===== config.mk =====
export PLATFORM = sky130hd
export DESIGN_NAME = led_pattern_sched
export DESIGN_NICKNAME = d
export VERILOG_FILES = /design/src/rtl/led_pattern_sched.sv
export SDC_FILE = /design/constraint.sdc
export NUM_CORES = 1
export LEC_CHECK = 0
export ABC_AREA = 1
export CAP_MARGIN = 40
export CORE_MARGIN = 5
export CORE_UTILIZATION = 55
export DETAILED_ROUTE_END_ITERATION = 12
export GPL_ROUTABILITY_DRIVEN = 0
export PLACE_DENSITY = 0.73
export SLEW_MARGIN = 20
export SYNTH_ARGS = -nofsm -noshare
export SYNTH_HDL_FRONTEND = slang
export SYNTH_SLANG_ARGS = --single-unit

===== constraint.sdc =====
create_clock -name clk -period 2.08 [get_ports clk]
set_input_delay 0.208 -clock clk [delete_from_list [all_inputs] [get_ports clk]]
set_output_delay 0.208 -clock clk [all_outputs]
set_load 0.05 [all_outputs]

===== src/rtl/led_pattern_sched.sv =====
// Step sequencer for the 8-LED bank: programmable step prescaler plus four display modes
// (left fill, right fill, ping-pong, blink) with pause and mode-advance control.
module led_pattern_sched #(
    parameter int STEP_DIV = 25000000,
    parameter int DIV_W    = 25
) (
    input  logic       clk,
    input  logic       rst,
    input  logic       mode_req,
    input  logic       pause,
    input  logic [1:0] speed,
    output logic [7:0] led,
    output logic       step,
    output logic [1:0] mode
);

    localparam logic [1:0] WATER_L  = 2'd0;
    localparam logic [1:0] WATER_R  = 2'd1;
    localparam logic [1:0] PINGPONG = 2'd2;
    localparam logic [1:0] BLINK    = 2'd3;

    localparam logic [DIV_W-1:0] DIV_BASE = DIV_W'(STEP_DIV);
    localparam logic [DIV_W-1:0] DIV_ONE  = DIV_W'(1);

    logic [DIV_W-1:0] count;
    logic [DIV_W-1:0] period;
    logic [DIV_W-1:0] term;
    logic             tick;
    logic             dir_right;
    logic             one_hot;
    logic [7:0]       next_led;
    logic             next_dir_right;
    logic [1:0]       next_mode;
    logic [7:0]       init_led;

    // ">=" rather than "==" so a speed increase mid-count ticks immediately instead of wrapping.
    always_comb begin
        period = DIV_BASE >> speed;
        term   = period - DIV_ONE;
        tick   = !pause && (count >= term);
    end

    always_comb begin
        one_hot = (led != 8'h00) && ((led & (led - 8'h01)) == 8'h00);
    end

    always_comb begin
        next_led       = led;
        next_dir_right = dir_right;
        case (mode)
            WATER_L: begin
                next_led = (led == 8'h00) ? 8'hFF : (led << 1);
            end
            WATER_R: begin
                next_led = (led == 8'h00) ? 8'hFF : (led >> 1);
            end
            PINGPONG: begin
                // Direction flips on the step that lands on an end bit; a stray end bit turns around.
                if (!one_hot) begin
                    next_led       = 8'h01;
                    next_dir_right = 1'b0;
                end else if (!dir_right) begin
                    if (led == 8'h80) begin
                        next_led       = 8'h40;
                        next_dir_right = 1'b1;
                    end else begin
                        next_led       = led << 1;
                        next_dir_right = (led == 8'h40);
                    end
                end else begin
                    if (led == 8'h01) begin
                        next_led       = 8'h02;
                        next_dir_right = 1'b0;
                    end else begin
                        next_led       = led >> 1;
                        next_dir_right = (led != 8'h02);
                    end
                end
            end
            BLINK: begin
                next_led = ~led;
            end
            default: begin
                next_led = 8'hFF;
            end
        endcase
    end

    always_comb begin
        next_mode = mode + 2'd1;
        init_led  = (next_mode == PINGPONG) ? 8'h01 : 8'hFF;
    end

    // mode_req outranks a coincident tick; pause only freezes the count, never a mode change.
    always_ff @(posedge clk) begin
        if (rst) begin
            led       <= 8'hFF;
            mode      <= WATER_L;
            step      <= 1'b0;
            count     <= '0;
            dir_right <= 1'b0;
        end else if (mode_req) begin
            mode      <= next_mode;
            led       <= init_led;
            dir_right <= 1'b0;
            count     <= '0;
            step      <= 1'b1;
        end else if (tick) begin
            led       <= next_led;
            dir_right <= next_dir_right;
            count     <= '0;
            step      <= 1'b1;
        end else begin
            step <= 1'b0;
            if (!pause) begin
                count <= count + DIV_ONE;
            end
        end
    end

endmodule


* Word level (Yosys, flattened, before mapping)
Index checks and enable logic that the tools add are counted.
** Word-level totals
- Flip-flop bits (word level) :: 37
- Input port bits :: 6
- Output and inout port bits :: 11
** Operators by class
- Add/subtract/negate cells :: 4
- Magnitude comparators :: 1
- Eq/ne operators :: 8
- Shift operators :: 1
- Multiplexer cells :: 16
- Bitwise logic cells :: 2
- Reductions and logical operators :: 11
** Operators with widths (number)
- 8-bit 2-to-1 mux :: 8
- 8-bit case mux with 4 select lines :: 1
- 25-bit by 1-bit adder with 25-bit output (second input constant) :: 1
- 25-bit greater-or-equal comparator :: 1
- 25-bit by 2-bit >> shifter with 25-bit output (first input constant) :: 1
- 25-bit by 1-bit subtractor with 25-bit output (second input constant) :: 1
- 8-bit zero test :: 2
- 8-bit bitwise AND :: 1
- 8-bit by 1-bit == test with 1-bit output (second input constant) :: 1
- 8-bit by 7-bit == test with 1-bit output (second input constant) :: 1
- 8-bit == test (second input constant) :: 1
- 8-bit by 2-bit != test with 1-bit output (second input constant) :: 1
- 8-bit inverter :: 1
- 8-bit nonzero test :: 1
- 8-bit by 1-bit subtractor with 8-bit output (second input constant) :: 1
- 7-bit 2-to-1 mux :: 1
- 2-bit == test (second input constant) :: 3
- 1-bit 2-to-1 mux :: 6
- 3-bit OR reduction :: 1
- 2-bit by 1-bit adder with 2-bit output (second input constant) :: 1
- 2-bit by 1-bit == test with 1-bit output (second input constant) :: 1
- 1-bit logical AND :: 2
- 2-bit zero test :: 1
- 2-bit AND reduction :: 1
- other kinds (3) :: 3

* Depth between registers and ports, before layout
Gate-level depths: netlist of run 1.
- Word-level depth :: 8
- Mapped depth :: 17
- Gate-level depth less buffers :: 16

* Worst setup path before layout of run 1
No wires, ideal clock.
- Kind :: input to register
- Start :: input speed[0]
- End :: register led[3]
- Setup time :: 0.122 ns
- Arrival :: 1.837 ns
- Setup slack :: 0.121 ns
- Stages :: 15
- Path buffers :: 1
- Cells stage by stage :: nand2_1 > inv_1 > ha_1 > ha_1 > nand2_1 > inv_1 > o21ai_0 > nand3_1 > nand2_1 > nand4_1 > nand2_1 > buf_2 > nand2_1 > nand2_1 > nand3_1
** On the way
- Word-level cells in the longest chain between the ends :: 5
** RTL lines
- start: declaration :: line 11 : input logic [1:0] speed,
- 25-bit by 2-bit >> shifter with 25-bit output :: line 38 : period = DIV_BASE >> speed;
- 25-bit by 1-bit subtractor with 25-bit output :: line 39 : term = period - DIV_ONE;
- 25-bit greater-or-equal comparator :: line 40 : tick = !pause && (count >= term);
- 1-bit logical AND :: line 40
- 2-bit nonzero test (no line)
- end signal: assignment :: line 104 : led <= init_led;
- end signal: assignment :: line 109 : led <= next_led;
- end: declaration :: line 12 : output logic [7:0] led,
Every way passes these cells.
A chain may end at the register's enable or synchronous reset.

* Worst setup path after layout of run 1
- Start :: register led[3]
- End :: output led[3]
No word-level cell between the ends.

==> results.ini, run 1 <==
[run_status]
status = complete, no violations

[critical_path]
crit_slowest_cell = clkdlybuf4s50_1
crit_cells = 1
r2r_end = led[6]$_SDFFE_PP1P_
r2r_setup_slack_ns = 0.15
critical_path_arrival_ns = 1.78
worstReg2RegStart = count[18]$_SDFFE_PP0N_
start_kind = register
critical_path_peak_fanout = 9
crit_family = buffers and inverters
critPathRequiredTime_ns = 1.87
endpoint = led[3]
crit_type = register to output pin
critPathMaxStageDelay_ns = 0.89
crit_buf_inv = 1
critPathLaunch = led[3]$_SDFFE_PP1P_
rr_worst_depth = 12
crit_chain = clkdlybuf4s50_1
cp-end-kind = output pin

[die]
core_um2 = 5440
ios = 17
start_util = 0.562
rows = 27
die_h_um = 84.6
die-area_um2 = 7150
dieWidth_um = 84.6

[synth]
synth_top_area_frac = 0.242
synth_warnings = 0
synthTopCellsByArea = dfxtp_1 (24%), nand2_1 (17%), ha_1 (12%), nor2_1 (9.0%), inv_1 (7.2%)
ys_seq_elements = 37
yosysTopAreaCell = dfxtp_1
synthesis.area_um2 = 3060
yosysMostFrequentCell = nand2_1
synth_edf_count = 0
yosysSeqAreaShare = 0.242
synth_ff_type = dfxtp_1
synth_cells = 485
synth_cell_type_count = 38
synth-async-reset-ratio = 0
syn_area_per_cell_um2 = 6.31
netlist_top_cells_count = nand2_1 (140), nor2_1 (73), inv_1 (59)

[timing]
worstMarginPinSlew_ns = 0.500
finalCriticalPeriod_ns = 1.98
setup_viol = 0
timing.fmax_mhz = 504
fin_skew_ns = 0.0129
slew_viol_final = 0
slew_headroom = 0.665
rsz0062_at_grt = false
fin_crit_sh = 0.954
finalSetupTns_ns = 0
hold_viol = 0

[placed_design]
place_inst = 583
hpwl_mm = 5.66
io_buffer_count = 16

[grt]
grt_overflow_total = 0
grt_pass1_vias = 2842
grt_max_degree = 18
track_usage = 0.213
grt_antenna_before_repair = 0
grt_first_pass_wirelength_mm = 12.7

[clock_network]
numCtsBuffers = 5
root_buffer = clkbuf_8
cts_buffer_depth = 2
insertion_delay_ns = 0.30
cts.sinks = 37
path_clk_slew_ns = 0.08
htree_levels = 2
cts_tree = built
holdBufCountCts = 0

[detailed_routing]
route.met3.wl_um = 386
dr.pass1.iters = 5
met1Wirelength_mm = 3.62
vias = 3051
dr_wl_met2_mm = 3.18
drc = 0
drt_iter0_drc = 199
detail_route.wl_per_cell_um = 12.2
ant_nets = 0
top_layer = met4
routed_wl_mm = 7.28
drt-vias-per-instance = 5.13

[power_and_ir_drop]
peakVddDrop_mv = 0.408
p_total_uw = 1690
powerDensity_nw_per_um2 = 469
leakage_uw = 0.00177

[layout]
fill_cells = 492
syn_to_final_growth_pct = 18.0
antenna-diode-count = 0
nets = 557
final_cell_count_no_fill = 595
post-route-util = 0.663
drive_above_1_share = 0.145

[min_path]
hold_class = register to register

[flow_run]
cap_violations = 0

[metrics by stage]
step | setup slack, ns | instance area [µm²] | hold WS [ns]
4_1_cts | 0.0147 | 3500 | 0.526
6_report | 0.0953 | 3610 | 0.509
3_3_place_gp | -0.463 | 3410 | 0.504
2_1_floorplan | 0.121 | 3060 | 0.277
5_1_grt | 0.00519 | 3610 | 0.540
3_5_place_dp | -0.535 | 3410 | 0.511
[timing repair]
item / 4_1_cts / 5_1_grt
setup buffers: 0 / 2
setup endpoints to repair: 35 / 36
gates resized for setup: 3 / 30
pin swaps: 0 / 4
cloned: 0 / 2
[tightest hold or removal path, cell delays in order, from the launching register on]
cell and delay [ns]:
dfxtp_2 0.35, nand2_1 0.06, a21oi_1 0.06
[area by class of cell]
cell class              instances  area, µm²  area share
inverters                      61        229      0.0635
clock inverters                 3       22.5     0.00624
flip-flops and latches         37        744       0.206
clock buffers                   5       68.8      0.0191
multi-input cells             377       2090       0.578
repair buffers                 40        367       0.102
well taps                      72       90.1      0.0250
[logic make-up after synthesis]
group | share of synthesized area
compound gates | 0.0814
fa+ha+maj | 0.119
simple gates | 0.414
buf+inv | 0.0929
flops | 0.242
other cells | 0.00246
xor+xnor | 0.0487
[layout by cell type (no fill, tap or decap), drive strengths merged, types with 3 or more instances in the layout]
master / synthesis / layout
nand2: 145 / 145
nor2: 84 / 84
inv: 61 / 61
dfxtp: 37 / 37
ha: 29 / 29
nand3: 28 / 28
buf: 7 / 25
a21oi: 21 / 21
xor2: 14 / 14
clkdlybuf4s50: 0 / 13
o21ai: 13 / 13
nor3: 13 / 13
nand4: 9 / 9
clkbuf: 4 / 6
or2: 4 / 4
a211oi: 3 / 3
xnor2: 3 / 3
conb: 2 / 3
clkinv: 0 / 3
[metal layers]
metal	global-route usage	vias to the layer above
li1	-	1599
met4	0.0576	0
met3	0.0383	15
met1	0.299	1351
met5	0	-
met2	0.336	86
[registers in the layout, indices dropped and copies added (netlist names)]
signal	flops
dir_right	1
step	1
mode	2
count	25
led	8
[how the worst min path moves through the flow]
stage	start	to	slack, ns	depth (start not counted)
floorplan	rst	step$_SDFF_PP0_	0.28	1
global placement	count[22]$_SDFFE_PP0N_	count[22]$_SDFFE_PP0N_	0.50	2
detailed placement	count[22]$_SDFFE_PP0N_	count[22]$_SDFFE_PP0N_	0.51	2
CTS	count[11]$_SDFFE_PP0N_	count[11]$_SDFFE_PP0N_	0.53	2
global route	count[1]$_SDFFE_PP0N_	count[1]$_SDFFE_PP0N_	0.54	2
finish	count[1]$_SDFFE_PP0N_	count[1]$_SDFFE_PP0N_	0.51	2
[power breakdown]
| part | total (µW) | internal (µW) | switching [µW] |
|---|---|---|---|
| logic | 403 | 150 | 253 |
| clock network | 518 | 238 | 280 |
| registers | 771 | 729 | 43.0 |
Power figures use the tool's default switching activity.
==> run 2: changes to the inputs <==
- ABC_CLOCK_PERIOD_IN_PS: unset -> 2080
- CORE_UTILIZATION: 55 -> 56
- CTS_BUF_LIST: unset -> sky130_fd_sc_hd__clkbuf_8
- PLACE_DENSITY: 0.73 -> 0.74
==> results.ini, run 2 (synthesized netlist as in run 1, its figures left out) <==
[die]
die-area_um2 = 7040  ; -1.6%
dieWidth_um = 83.9  ; -0.79%
start_util = 0.566  ; +0.00351
die_h_um = 83.9  ; -0.79%
ios = 17  ; unchanged
rows = 27  ; unchanged
core_um2 = 5410  ; -0.62%

[timing]
worstMarginPinSlew_ns = 0.504  ; +0.00408 ns
setup_viol = 0  ; unchanged
slew_headroom = 0.663  ; -0.00273
finalCriticalPeriod_ns = 1.97  ; -0.0152 ns
slew_viol_final = 0  ; unchanged
fin_crit_sh = 0.947  ; -0.00730
timing.fmax_mhz = 508  ; +0.77%
hold_viol = 0  ; unchanged
fin_skew_ns = 0.0105  ; -0.00246 ns

[layout]
antenna-diode-count = 0  ; unchanged
final_cell_count_no_fill = 593  ; -0.34%
largest-register = count
nets = 555  ; -0.36%
reg_top3 = count: 25 flops, led: 8 flops, mode: 2 flops
drive_above_1_share = 0.136  ; -0.00904
fill_cells = 500  ; +1.6%
layout_common_cells = nand2_1 (137), nor2_1 (68), inv_1 (59), dfxtp_1 (37), ha_1 (28)
syn_to_final_growth_pct = 17.6
layout_commonest_cell = nand2_1
largest_register_ffs = 25  ; unchanged

[detailed_routing]
drc = 0  ; unchanged
drt-vias-per-instance = 5.06  ; -1.3%
vias = 3001  ; -1.6%
detail_route.wl_per_cell_um = 11.9  ; -3.1%
routed_wl_mm = 7.03  ; -3.5%
drt_iter0_drc = 283  ; +42%
ant_nets = 0  ; unchanged
dr.pass1.iters = 4  ; -1

[critical_path]
crit_cells = 1  ; unchanged
critical_path_peak_fanout = 9  ; unchanged
crit_buf_inv = 1  ; unchanged
worstReg2RegStart = count[18]$_SDFFE_PP0N_
critPathMaxStageDelay_ns = 0.89  ; about the same
critPathRequiredTime_ns = 1.87  ; about the same
crit_chain = clkdlybuf4s50_1
r2r_end = led[7]$_SDFFE_PP1P_
crit_type = register to output pin
endpoint = led[1]
r2r_setup_slack_ns = 0.21  ; +0.06 ns
crit_family = buffers and inverters
cp-end-kind = output pin
critPathLaunch = led[1]$_SDFFE_PP1P_
crit_slowest_cell = clkdlybuf4s50_1
critical_path_arrival_ns = 1.76  ; -0.02 ns
start_kind = register
rr_worst_depth = 12  ; unchanged

[placed_design]
hpwl_mm = 5.59  ; -1.3%
io_buffer_count = 16  ; unchanged
place_inst = 584  ; +0.17%

[clock_network]
cts.sinks = 37  ; unchanged
htree_levels = 2  ; unchanged
insertion_delay_ns = 0.29  ; about the same
numCtsBuffers = 5  ; unchanged
cts_buffer_depth = 2  ; unchanged
root_buffer = clkbuf_8
cts_tree = built
path_clk_slew_ns = 0.08  ; about the same
holdBufCountCts = 0  ; unchanged

[grt]
grt_first_pass_wirelength_mm = 12.4  ; -2.4%
track_usage = 0.210  ; -0.00376
grt_antenna_before_repair = 0  ; unchanged
grt_overflow_total = 0  ; unchanged
grt_pass1_vias = 2820  ; -0.77%
grt_max_degree = 18  ; unchanged

[power_and_ir_drop]
powerDensity_nw_per_um2 = 496  ; +5.8%
peakVddDrop_mv = 0.446  ; +9.3%
leakage_uw = 0.00175  ; -1.1%
p_total_uw = 1780  ; +5.4%

[flow_run]
cap_violations = 0  ; unchanged

[min_path]
hold_class = register to register

[run_status]
status = complete, no violations

[run 2: final cells by class]
class / instances / area (µm²) / share of cell area
clock buffers: 5 / 68.8 / 0.0191
well taps: 72 / 90.1 / 0.0251
clock inverters: 3 / 42.5 / 0.0118
repair buffers: 38 / 347 / 0.0964
inverters: 61 / 229 / 0.0637
multi-input cells: 377 / 2080 / 0.578
flip-flops and latches: 37 / 741 / 0.206
[run 2: metal layers]
| metal | vias up | wire length, µm | GRT usage | share of wire |
|---|---|---|---|---|
| met5 | - | 0 | 0 | 0 |
| met4 | 0 | 49 | 0.0526 | 0.0070 |
| li1 | 1599 | - | - | - |
| met2 | 67 | 3130 | 0.329 | 0.44 |
| met3 | 5 | 326 | 0.0395 | 0.046 |
| met1 | 1330 | 3530 | 0.295 | 0.50 |
[run 2: repair_timing]
action                                  in CTS  in global routing
resized for setup                            6                 14
endpoints found under the setup margin      35                 36
buffers inserted                             0                  1
pin swaps                                    1                  4
gates cloned                                 0                  0
[run 2: metrics by stage]
| step | setup slack [ns] | cell area [µm²] | TNS [ns] | hold slack (ns) | util |
|---|---|---|---|---|---|
| 4_1_cts | 0.00708 | 3560 | 0 | 0.521 | 0.658 |
| 6_report | 0.110 | 3600 | 0 | 0.522 | 0.665 |
| 5_1_grt | -0.0160 | 3600 | -0.0359 | 0.557 | 0.665 |
| 3_5_place_dp | -0.572 | 3440 | -17.88 | 0.510 | 0.636 |
| 3_3_place_gp | -0.483 | 3440 | -15.58 | 0.502 | 0.636 |
| 2_1_floorplan | 0.121 | 3060 | 0 | 0.277 | - |
[run 2: worst min path at each step]
stage                      startpoint                endpoint  slack (ns)  depth (start not counted)
2_1_floorplan                     rst         step$_SDFF_PP0_        0.28                          1
3_3_place_gp    count[1]$_SDFFE_PP0N_   count[1]$_SDFFE_PP0N_        0.50                          2
3_5_place_dp    count[3]$_SDFFE_PP0N_   count[3]$_SDFFE_PP0N_        0.51                          2
4_1_cts         count[3]$_SDFFE_PP0N_   count[3]$_SDFFE_PP0N_        0.52                          2
5_1_grt        count[11]$_SDFFE_PP0N_  count[11]$_SDFFE_PP0N_        0.56                          2
6_report        count[3]$_SDFFE_PP0N_   count[3]$_SDFFE_PP0N_        0.52                          2
[run 2: where the power goes]
part	leakage, µW	internal [µW]	switching, µW
Combinational	0.00139	148	250
Sequential	0.000301	729	43.8
Clock	0.0000595	355	258
==> run 3: changes to the inputs <==
- HOLD_SLACK_MARGIN: unset -> 0.03
- PLACE_DENSITY: 0.74 -> 0.78
==> results.ini, run 3 (synthesized netlist as in run 1, its figures left out) <==
[run_status]
status = complete, no violations

[detailed_routing]
drc = 0  ; unchanged
drt-vias-per-instance = 5.07  ; +0.27%
ant_nets = 0  ; unchanged
vias = 3004  ; +0.10%
drt_iter0_drc = 264  ; -6.7%
dr.pass1.iters = 4  ; unchanged
routed_wl_mm = 6.98  ; -0.70%
detail_route.wl_per_cell_um = 11.8  ; -0.53%

[timing]
timing.fmax_mhz = 506  ; -0.37%
slew_viol_final = 0  ; unchanged
fin_crit_sh = 0.950  ; +0.00352
slew_headroom = 0.665  ; +0.00211
hold_viol = 0  ; unchanged
worstMarginPinSlew_ns = 0.501  ; -0.00316 ns
setup_viol = 0  ; unchanged
finalSetupTns_ns = 0  ; unchanged
fin_skew_ns = 0.00530  ; -0.00518 ns
finalCriticalPeriod_ns = 1.98  ; +0.00732 ns
fin_ws_ns = 0.103  ; -0.00732 ns

[clock_network]
cts.sinks = 37  ; unchanged
insertion_delay_ns = 0.28  ; about the same
numCtsBuffers = 5  ; unchanged
root_buffer = clkbuf_8
htree_levels = 2  ; unchanged
cts_tree = built
path_clk_slew_ns = 0.07  ; about the same
cts_buffer_depth = 2  ; unchanged
post_cts_buffers = 0  ; unchanged

[critical_path]
crit_family = buffers and inverters
crit_buf_inv = 1  ; unchanged
critical_path_arrival_ns = 1.77  ; about the same
critPathMaxStageDelay_ns = 0.90  ; about the same
critical_path_peak_fanout = 9  ; unchanged
crit_chain = clkdlybuf4s50_1
cp-end-kind = output pin
crit_slowest_cell = clkdlybuf4s50_1
crit_type = register to output pin
critPathRequiredTime_ns = 1.87  ; about the same
start_kind = register

[layout]
largest_register_ffs = 25  ; unchanged
drive_above_1_share = 0.131  ; -0.00551
syn_to_final_growth_pct = 15.9
antenna-diode-count = 0  ; unchanged
nets = 554  ; -0.18%
layout_commonest_cell = nand2_1
layout_common_cells = nand2_1 (137), nor2_1 (69), inv_1 (58), dfxtp_1 (37), ha_1 (29)
final_cell_count_no_fill = 592  ; -0.17%
reg_top3 = count: 25 flops, led: 8 flops, mode: 2 flops
largest-register = count

[grt]
track_usage = 0.207  ; -0.00218
grt_first_pass_wirelength_mm = 12.4  ; about the same
grt_max_degree = 18  ; unchanged
grt_overflow_total = 0  ; unchanged
grt_pass1_vias = 2882  ; +2.2%
grt_antenna_before_repair = 0  ; unchanged

[die]
die-area_um2 = 7040  ; unchanged
die_h_um = 83.9  ; unchanged
ios = 17  ; unchanged
core_um2 = 5410  ; unchanged
rows = 27  ; unchanged
start_util = 0.566  ; unchanged
dieWidth_um = 83.9  ; unchanged

[power_and_ir_drop]
power.internal_uw = 1170  ; -4.7%
powerDensity_nw_per_um2 = 483  ; -2.7%
leakage_uw = 0.00173  ; -1.1%
power_frac_comb = 0.229  ; +0.006
p_sw_frac = 0.315  ; +0.00506
switchingPower_uw = 539  ; -2.5%
p_total_uw = 1710  ; -4.0%
clkPwrFrac = 0.320  ; -0.024
seqPwrFrac = 0.451  ; +0.018
peakVddDrop_mv = 0.359  ; -20%

[placed_design]
place_ws_ns = -0.535  ; +0.0373 ns
place_inst = 584  ; unchanged
io_buffer_count = 16  ; unchanged
hpwl_mm = 5.65  ; +1.2%

[min_path]
hold_class = register to register

[flow_run]
cap_violations = 0  ; unchanged

## run 3: final cells by class
| class | count | area (µm²) |
|---|---|---|
| clock buffer | 7 | 96.3 |
| clock inverter | 1 | 5.00 |
| fill | 506 | 1860 |
| inverter | 61 | 229 |
| multi-input combinational | 377 | 2060 |
| sequential | 37 | 741 |
| tap | 72 | 90.1 |
| timing repair buffer | 37 | 324 |
## run 3: worst register-to-register path: stages (launching register included)
cell and delay (ns):
dfxtp_1 0.39, ha_1 0.16, inv_1 0.05, nor2_2 0.12, nand2_2 0.10, nor2_4 0.16, nand2_4 0.08, nor2_1 0.18
nand2_1 0.17, nor3_2 0.15, xor2_1 0.16, inv_1 0.06, nor2_2 0.07
## run 3: power groups by stage
| stage | Sequential (µW) | Combinational, µW | Clock (µW) |
|---|---|---|---|
| detailed placement | 788 | 387 | 0 |
| global placement | 787 | 381 | 0 |
| CTS | 771 | 389 | 565 |
| global route | 776 | 440 | 603 |
| floorplan | 833 | 216 | 0 |
| finish | 772 | 392 | 548 |
## run 3: per-layer routing
metal | vias to the layer above | wire length [µm] | GRT usage
li1 | 1595 | - | -
met1 | 1337 | 3300 | 0.284
met2 | 70 | 3250 | 0.338
met3 | 2 | 397 | 0.0395
met4 | 0 | 29 | 0.0439
met5 | - | 0 | 0
## run 3: timing repair
item | CTS | global route
hold buffers | 0 | 0
gates resized for setup | 5 | 11
setup endpoints to repair | 35 | 35
endpoints found under the hold margin | 0 | 0
pin swaps | 1 | 1
## run 3: metrics by stage
| stage | instance area (µm²) | hold slack (ns) | utilization |
|---|---|---|---|
| 3_3_place_gp | 3430 | 0.505 | 0.634 |
| 4_1_cts | 3530 | 0.521 | 0.654 |
| 2_1_floorplan | 3060 | 0.277 | - |
| 5_1_grt | 3540 | 0.550 | 0.656 |
| 6_report | 3540 | 0.520 | 0.656 |
| 3_5_place_dp | 3430 | 0.509 | 0.634 |
## run 3: worst paths after layout
path              depth (start not counted)                   from  slack, ns                     end
setup / recovery                          1    led[2]$_SDFFE_PP1P_       0.10                  led[2]
hold / removal                            2  count[3]$_SDFFE_PP0N_       0.52   count[3]$_SDFFE_PP0N_
setup reg to reg                         12  count[1]$_SDFFE_PP0N_       0.17  count[24]$_SDFFE_PP0N_
hold reg to reg                           2  count[3]$_SDFFE_PP0N_       0.52   count[3]$_SDFFE_PP0N_
